===== src/rtl/rst_req_pkg.sv =====
// Shared definitions for the reset-request controller.
//   - rst_req_state_e : controller FSM states
//   - Src*            : bit index of each request source in req_i / cause_o
//   - Def*            : default parameter values
package rst_req_pkg;

    typedef enum logic [1:0] {
        StIdle,
        StAssert,
        StWaitHigh,
        StHoldoff
    } rst_req_state_e;

    localparam int unsigned SrcSw   = 0;
    localparam int unsigned SrcWdog = 1;
    localparam int unsigned SrcDbg  = 2;

    localparam int unsigned DefNumSrc        = 3;
    localparam int unsigned DefPulseCycles   = 8;
    localparam int unsigned DefTimeoutCycles = 32;
    localparam int unsigned DefHoldoffCycles = 4;

endpackage


===== src/rtl/rst_req_edge_det.sv =====
// Rising-edge detector for a bus of request levels.
//   clk_i      : clock
//   rst_ni     : asynchronous active-low reset
//   req_i      : request levels
//   new_req_o  : one-cycle strobe per bit on a 0->1 transition of req_i
// The history register resets to ResetVal (all-ones by default) so a level that
// is already high when reset releases is not reported as an edge.
module rst_req_edge_det #(
    parameter int unsigned       Width    = 1,
    parameter logic [Width-1:0]  ResetVal = '1
) (
    input  logic             clk_i,
    input  logic             rst_ni,
    input  logic [Width-1:0] req_i,
    output logic [Width-1:0] new_req_o
);

    logic [Width-1:0] req_q;

    always_ff @(posedge clk_i or negedge rst_ni) begin
        if (!rst_ni) begin
            req_q <= ResetVal;
        end else begin
            req_q <= req_i;
        end
    end

    assign new_req_o = req_i & ~req_q;

endmodule


===== src/rtl/rst_req_ctrl.sv =====
// Reset-request controller issuing non-debug-module resets.
//   clk_i       : clock (power-on domain)
//   rst_ni      : asynchronous active-low power-on reset
//   req_i       : request levels (sw, watchdog, debug); rising edge = request
//   sys_rst_ni  : system reset feedback from the reset manager (active-low)
//   cause_clr_i : single-cycle pulse clearing cause_o
//   ndmreset_o  : registered reset request, high only while asserting
//   busy_o      : high whenever a sequence is in progress
//   cause_o     : sticky OR of sources that requested resets
//   timeout_o   : one-cycle pulse when a wait phase expires
// The block is never reset by sys_rst_ni so it survives the reset it issues.
module rst_req_ctrl
    import rst_req_pkg::*;
#(
    parameter int unsigned NumSrc        = DefNumSrc,
    parameter int unsigned PulseCycles   = DefPulseCycles,
    parameter int unsigned TimeoutCycles = DefTimeoutCycles,
    parameter int unsigned HoldoffCycles = DefHoldoffCycles
) (
    input  logic              clk_i,
    input  logic              rst_ni,
    input  logic [NumSrc-1:0] req_i,
    input  logic              sys_rst_ni,
    input  logic              cause_clr_i,
    output logic              ndmreset_o,
    output logic              busy_o,
    output logic [NumSrc-1:0] cause_o,
    output logic              timeout_o
);

    localparam int unsigned CntW = $clog2(TimeoutCycles);

    localparam logic [CntW-1:0] CntTimeout = CntW'(TimeoutCycles - 1);
    localparam logic [CntW-1:0] CntHoldoff = CntW'(HoldoffCycles - 1);
    // Counting the current cycle as elapsed, PulseCycles have passed in ASSERT
    // once cnt has fallen to TimeoutCycles-PulseCycles.
    localparam logic [CntW-1:0] CntPulseMet = CntW'(TimeoutCycles - PulseCycles);
    localparam logic [CntW-1:0] CntOne      = CntW'(1);

    logic [NumSrc-1:0] new_req;

    rst_req_edge_det #(
        .Width    (NumSrc),
        .ResetVal ({NumSrc{1'b1}})
    ) u_edge_det (
        .clk_i     (clk_i),
        .rst_ni    (rst_ni),
        .req_i     (req_i),
        .new_req_o (new_req)
    );

    rst_req_state_e    state_q;
    logic [CntW-1:0]   cnt_q;
    logic              seen_low_q;
    logic [NumSrc-1:0] pend_q;
    logic [NumSrc-1:0] cause_q;
    logic              ndmreset_q;
    logic              busy_q;
    logic              timeout_q;

    logic seen_now;
    logic pulse_met;
    logic cnt_zero;

    always_comb begin
        seen_now  = seen_low_q | ~sys_rst_ni;
        pulse_met = (cnt_q <= CntPulseMet);
        cnt_zero  = (cnt_q == '0);
    end

    always_ff @(posedge clk_i or negedge rst_ni) begin
        if (!rst_ni) begin
            state_q    <= StIdle;
            cnt_q      <= '0;
            seen_low_q <= 1'b0;
            pend_q     <= '0;
            cause_q    <= '0;
            ndmreset_q <= 1'b0;
            busy_q     <= 1'b0;
            timeout_q  <= 1'b0;
        end else begin
            timeout_q <= 1'b0;

            // Any new edge is recorded as a cause; a coincident clear loses to it.
            if (cause_clr_i) begin
                cause_q <= new_req;
            end else begin
                cause_q <= cause_q | new_req;
            end

            unique case (state_q)
                StIdle: begin
                    if ((|new_req) || (|pend_q)) begin
                        state_q    <= StAssert;
                        cnt_q      <= CntTimeout;
                        seen_low_q <= 1'b0;
                        pend_q     <= '0;
                        ndmreset_q <= 1'b1;
                        busy_q     <= 1'b1;
                    end
                end

                StAssert: begin
                    if (!sys_rst_ni) begin
                        seen_low_q <= 1'b1;
                    end
                    if (seen_now && pulse_met) begin
                        state_q    <= StWaitHigh;
                        cnt_q      <= CntTimeout;
                        ndmreset_q <= 1'b0;
                    end else if (cnt_zero) begin
                        state_q    <= StHoldoff;
                        cnt_q      <= CntHoldoff;
                        ndmreset_q <= 1'b0;
                        timeout_q  <= 1'b1;
                    end else begin
                        cnt_q <= cnt_q - CntOne;
                    end
                end

                StWaitHigh: begin
                    if (sys_rst_ni) begin
                        state_q <= StHoldoff;
                        cnt_q   <= CntHoldoff;
                    end else if (cnt_zero) begin
                        state_q   <= StHoldoff;
                        cnt_q     <= CntHoldoff;
                        timeout_q <= 1'b1;
                    end else begin
                        cnt_q <= cnt_q - CntOne;
                    end
                end

                StHoldoff: begin
                    // Requests arriving here are replayed from IDLE.
                    pend_q <= pend_q | new_req;
                    if (cnt_zero) begin
                        state_q <= StIdle;
                        busy_q  <= 1'b0;
                    end else begin
                        cnt_q <= cnt_q - CntOne;
                    end
                end

                default: begin
                    state_q    <= StIdle;
                    ndmreset_q <= 1'b0;
                    busy_q     <= 1'b0;
                end
            endcase
        end
    end

    assign ndmreset_o = ndmreset_q;
    assign busy_o     = busy_q;
    assign cause_o    = cause_q;
    assign timeout_o  = timeout_q;

endmodule


===== config.mk =====
export PLATFORM = sky130hd
export DESIGN_NAME = rst_req_ctrl
export DESIGN_NICKNAME = d
export VERILOG_FILES = /design/src/rtl/rst_req_pkg.sv /design/src/rtl/rst_req_edge_det.sv /design/src/rtl/rst_req_ctrl.sv
export SDC_FILE = /design/constraint.sdc
export NUM_CORES = 1
export LEC_CHECK = 0
export BUFFER_PORTS_ARGS = -buffer_cell sky130_fd_sc_hd__buf_2
export CAP_MARGIN = 15
export CORE_ASPECT_RATIO = 1.25
export CORE_MARGIN = 1.5
export CORE_UTILIZATION = 30
export DETAILED_ROUTE_END_ITERATION = 16
export MAX_ROUTING_LAYER = met4
export PLACE_DENSITY = 0.57
export SLEW_MARGIN = 5
export SYNTH_ARGS = -nofsm -noshare
export SYNTH_HDL_FRONTEND = slang
export SYNTH_SLANG_ARGS = --single-unit
export TNS_END_PERCENT = 100

===== constraint.sdc =====
create_clock -name clk_i -period 2 [get_ports clk_i]
set_input_delay 0.1 -clock clk_i [delete_from_list [all_inputs] [get_ports clk_i]]
set_output_delay 0.1 -clock clk_i [all_outputs]
set_load 0.01 [all_outputs]

# Yosys cells after proc, flatten, opt, wreduce, memory -nomap -nowiden
# Index checks and enable logic that the tools add are counted.
word_totals:
  elab_cells: 66
  in_bits: 7
  out_inout_bits: 6
  reg_bits: 20
classes:
  n_addsub: 1
  magnitude_cmp: 1
  n_bitwise: 6
  mux: 27
  n_reduce_logical: 14
  n_eq_ne: 8
op_table:
  columns: ["operator", "n"]
  rows:
  - ["$mux 5", 5]
  - ["$pmux 5 s4", 1]
  - ["$mux 2", 5]
  - ["$reduce_and 3->1", 3]
  - ["$mux 1", 8]
  - ["$ne 2x2->1 const B", 4]
  - ["$pmux 1 s2", 4]
  - ["$pmux 2 s4", 1]
  - ["$mux 3", 2]
  - ["$or 3x3->3", 2]
  - ["$pmux 3 s2", 1]
  - ["$reduce_and 2->1", 3]
  - ["$reduce_or 3->1", 2]
  - ["$le 5x5->1 const B", 1]
  - ["$logic_not 5->1", 1]
  - ["$sub 5x1->5 const B", 1]
  - ["$eq 2x2->1 const B", 2]
  - ["$reduce_bool 2->1", 2]
  - ["$and 3x3->3", 1]
  - ["$ne 3x3->1 const B", 1]
  - ["$not 3->3", 1]
  - ["$eq 2x1->1 const B", 1]
  - ["$logic_not 2->1", 1]
  - ["$logic_and 1x1->1", 1]
  - ["other kinds (3)", 3]

# Logic depth before layout (Yosys ltp)
depth:
  word_depth: 6
  mapped_depth: 7

# Modules after synthesis
# Synthesis repeated with hierarchy kept, for this count alone.
hier_totals:
  cells_unflattened: 107
  hier_area_um2: 1074.8
by_module_without_submodules:
  columns: ["module", "area_per_inst_um2", "instances", "seq_area_each_um2", "cells_per_inst"]
  rows:
  - ["rst_req_ctrl", 954.7, 1, 425.4, 101]
  - ["rst_req_edge_det", 120.1, 1, 78.8, 6]

# Worst setup path before layout
# Ideal clock, no wire load.
synth_timing:
  kind: "register -> register"
  startpoint: "register cnt_q[1]"
  endpoint: "register state_q[1]"
  path_buffers: 0
  arrival_ps: 1467
  path_slack_ps: 414
  setup_ps: 119
  stages_incl_launch_ff: 8
  synth_period_minus_slack_ps: 1586
  path_cell_list: "dfrtp_1 -> inv_1 -> ha_1 -> or4b_4 -> nand2_1 -> o21ai_0 -> o2bb2ai_1 -> nor2_1"
synth_via:
  elab_chain_len: 4
  elab_cells_between_ends: 9
  cone_classes: "order compare: 1; eq/ne: 1; mux: 4; reduce/logical: 3"
synth_lines:
  columns: ["element", "line", "source"]
  rows:
  - ["from (decl)", "rst_req_ctrl.sv:53", "logic [CntW-1:0] cnt_q;"]
  - ["from (signal assigned)", "rst_req_ctrl.sv:95", "cnt_q <= CntTimeout;"]
  - ["from (signal assigned)", "rst_req_ctrl.sv:109", "cnt_q <= CntTimeout;"]
  - ["from (signal assigned)", "rst_req_ctrl.sv:113", "cnt_q <= CntHoldoff;"]
  - ["$le 5x5->1 or $logic_not 5->1 (tied branches)", "rst_req_ctrl.sv:67, rst_req_ctrl.sv:68", null]
  - ["$logic_and 1x1->1 or $mux 2 (tied branches)", null, null]
  - ["$mux 2, on equally long branches", null, null]
  - ["$pmux 2 s4", "rst_req_ctrl.sv:91", "unique case (state_q)"]
  - ["to (signal assigned)", "rst_req_ctrl.sv:94", "state_q <= StAssert;"]
  - ["to (signal assigned)", "rst_req_ctrl.sv:108", "state_q <= StWaitHigh;"]
  - ["to (signal assigned)", "rst_req_ctrl.sv:112", "state_q <= StHoldoff;"]
  - ["to (decl)", "rst_req_ctrl.sv:52", "rst_req_state_e state_q;"]
# Parallel ways exist; a longest one is shown, timed or not.
# A chain may end at the register's enable or synchronous reset.

# Worst setup path after layout
layout_timing:
  startpoint: "register cnt_q[0]"
  endpoint: "register state_q[1]"
# Same word-level chain as after synthesis.

==> flow_summary.toml <==
[outcome]
status = "finished, final reports clean"

[cts]
postCtsResizedCells = 0
ctsHoldBuffers = 4
cts_tree = "done"
cts_root_buf = "clkbuf_8"
postCtsSetupRepairBufs = 0
clk_pin_slew_ns = 0.08
numCtsBuffers = 3
insertion_delay_ns = 0.26
htreeDepth = 1
clock-sinks = 20
clk_path_buf_depth = 2

[floorplanning]
fp.dieH_um = 71.7
die_width_um = 57.9
rows = 24
dieArea_um2 = 4150
initial_core_util = 0.319
core_um2 = 3540
ios = 13

[logic_synthesis]
ys_types = 38
syn_nets = 133
synth-edff-count = 0
synth-seq-area-share = 0.446
synth_fa_ha_area_frac = 0.0774
synth_area_leaders = "dfrtp_1 38%, ha_1 7.7%, dfstp_2 7.0%"
synth_top_family_by_area = "compound AO/OA/AOI/OAI gates"
avgSynthCellArea_um2 = 9.50
synth_compound_area_frac = 0.229
ys.flop_type = "dfrtp_1"
synth_area_um2 = 1130
synthXorXnorAreaFrac = 0
syn_inst = 119
synth-simple-area-share = 0.190
ys_async_sr_fraction = 1.00
synth_top_area_cell = "dfrtp_1"
synth_top_area_share = 0.376
synth.mux.area_fraction = 0
ys_warn_count = 0
synth-seq-cells = 20

[finish]
final_common_cell = "dfrtp_1"
syn2layout_area_growth_pct = 20.4
num_antenna_cells = 0
fin_cells = 179
num-nets-final = 155
mostFrequentLayoutCells = "17 x dfrtp_1, 13 x a21oi_1, 12 x inv_1, 12 x buf_2"
post-route-util = 0.384
drive_above_1_share = 0.207

[sta]
finalMaxSlewViolations = 0
tns_ns = 0
period_share = 0.892
setup_slack_ns = 0.215
setup_viol = 0
tightest_slew_ns = 0.452
fmax_mhz = 560
layout_min_cycle_time_ns = 1.78
slew_headroom = 0.699
rsz0062_at_grt = "false"
fin_worst_skew_ns = 0.00431
hold_viol = 0

[pwr]
switching_share = 0.389
power_uw = 1900
p_clk_frac = 0.216
power_frac_seq = 0.326
p_per_area_nw_per_um2 = 1400
p_leak_uw = 0.000591
comb_power_share = 0.458
ir_worst_vdd_mv = 0.679
p_int_uw = 1160
p_sw_uw = 739

[critical_path]
r2r_slack_ns = 0.22
crit_start = "cnt_q[0]"
cpMaxStageDelayCell = "or4b_4"
worstPathArrival_ns = 1.94
endpoint = "state_q[1]"
startpoint_type = "flop"
end_kind = "flop"
rr_startpoint = "cnt_q[0]"
required_ns = 2.16
slowest_delay_ns = 0.52
ff2ff_path_depth = 7
path_max_fanout = 5
crit_type = "flop to flop"
regToRegEndpoint = "state_q[1]"
crit_path_cell_trace = "inv_1, ha_1, or4b_4, nand2_1, o21ai_0, o2bb2ai_1, nor2_1"

[grt]
antenna_found_initial = 0
grt_pass1_vias = 937
grt_overflow = 0
grt_max_degree = 21
grt_pass1_wl_mm = 4.26
grt_usage = 0.136

[route]
via_per_inst = 5.11
routed_wl_mm = 2.43
drc_errors = 0
ant_nets = 0
vias = 914
routedWlPerCell_um = 13.6
drt_iter0_drc = 35
firstDrtPassIters = 6

[placed_design]
dp_slack_ns = 0.227
numPortBuffers = 12
placedCellCount = 171
place.gp.congestion = 0.846
dp_hpwl_mm = 1.84

[hold_path]
hp-class = "input pin to flop"

[flow_run]
maxCapViolations = 0
how the worst min path moves through the flow:
| stage | startpoint | end | slack, ns | cells past startpoint |
|---|---|---|---|---|
| 2_1_floorplan | rst_ni | busy_o | -0.20 | 0 |
| 3_5_place_dp | rst_ni | cause_o[1] | 0.08 | 1 |
| 6_report | cause_clr_i | cause_o[1] | 0.05 | 2 |
| 3_3_place_gp | rst_ni | cause_o[1] | 0.07 | 1 |
| 5_1_grt | cause_clr_i | cause_o[1] | 0.07 | 2 |
| 4_1_cts | cause_clr_i | cause_o[1] | 0.05 | 2 |
kinds of logic (layout without fill, tap and decap cells):
logic type / after synthesis / count (layout)
buffers and inverters: 15 / 36
and+or+nand+nor: 37 / 37
AOI/OAI and AO/OA: 40 / 40
DFF: 20 / 20
adders and majority gates: 7 / 7
power by group through the flow:
| stage | sequential [uW] | clock, uW | combinational [uW] |
|---|---|---|---|
| floorplan | 599 | 0 | 666 |
| global placement | 627 | 0 | 849 |
| detailed placement | 626 | 0 | 872 |
| CTS | 618 | 418 | 881 |
| global route | 635 | 437 | 989 |
| finish | 619 | 410 | 870 |
metal layers:
| layer | wire (um) | up-vias | global-route usage |
|---|---|---|---|
| met3 | 102 | 4 | 0.0433 |
| met1 | 1100 | 425 | 0.160 |
| met2 | 1200 | 23 | 0.226 |
| li1 | - | 462 | - |
| met4 | 27 | 0 | 0.0310 |
| met5 | 0 | - | - |
synthesized netlist by cell type, types with 2 or more instances:
master	instances
o211ai_1	2
nand2_1	6
inv_1	12
a21oi_1	13
nor2_1	9
and2_1	3
dfstp_2	3
dfrtp_1	17
nand2b_1	6
o22ai_1	4
o21ai_0	9
o2bb2ai_1	3
ha_1	7
critical path: cells and delay by family, from the launching register on:
family                   cells  cell delay [ns]
AO/OA/AOI/OAI                2             0.26
adder cells (fa/ha/maj)      1             0.22
buffers and inverters        1             0.06
flip-flops                   1             0.41
AND/OR/NAND/NOR              3             0.72
registers in the layout, indices dropped and copies added (netlist names):
signal	flops
timeout_o	1
seen_low_q	1
u_edge_det.req_q	3
pend_q	3
busy_o	1
state_q	2
cause_o	3
cnt_q	5
ndmreset_o	1
layout make-up:
class	instances	area, um2
well taps	39	48.8
clock inverters	1	30.0
fillers	360	2180
clock buffers	3	41.3
flip-flops and latches	20	504
repair buffers	20	130
inverters	12	45.0
multi-input cells	84	562
per-stage QoR:
| stage | hold slack (ns) | area [um2] |
|---|---|---|
| after global routing | 0.0747 | 1360 |
| after CTS | 0.0459 | 1360 |
| after global placement | 0.0683 | 1250 |
| final | 0.0474 | 1360 |
| after detailed placement | 0.0761 | 1250 |
| after floorplan | -0.196 | 1130 |
No activity file was read; power rests on OpenSTA's default activity.
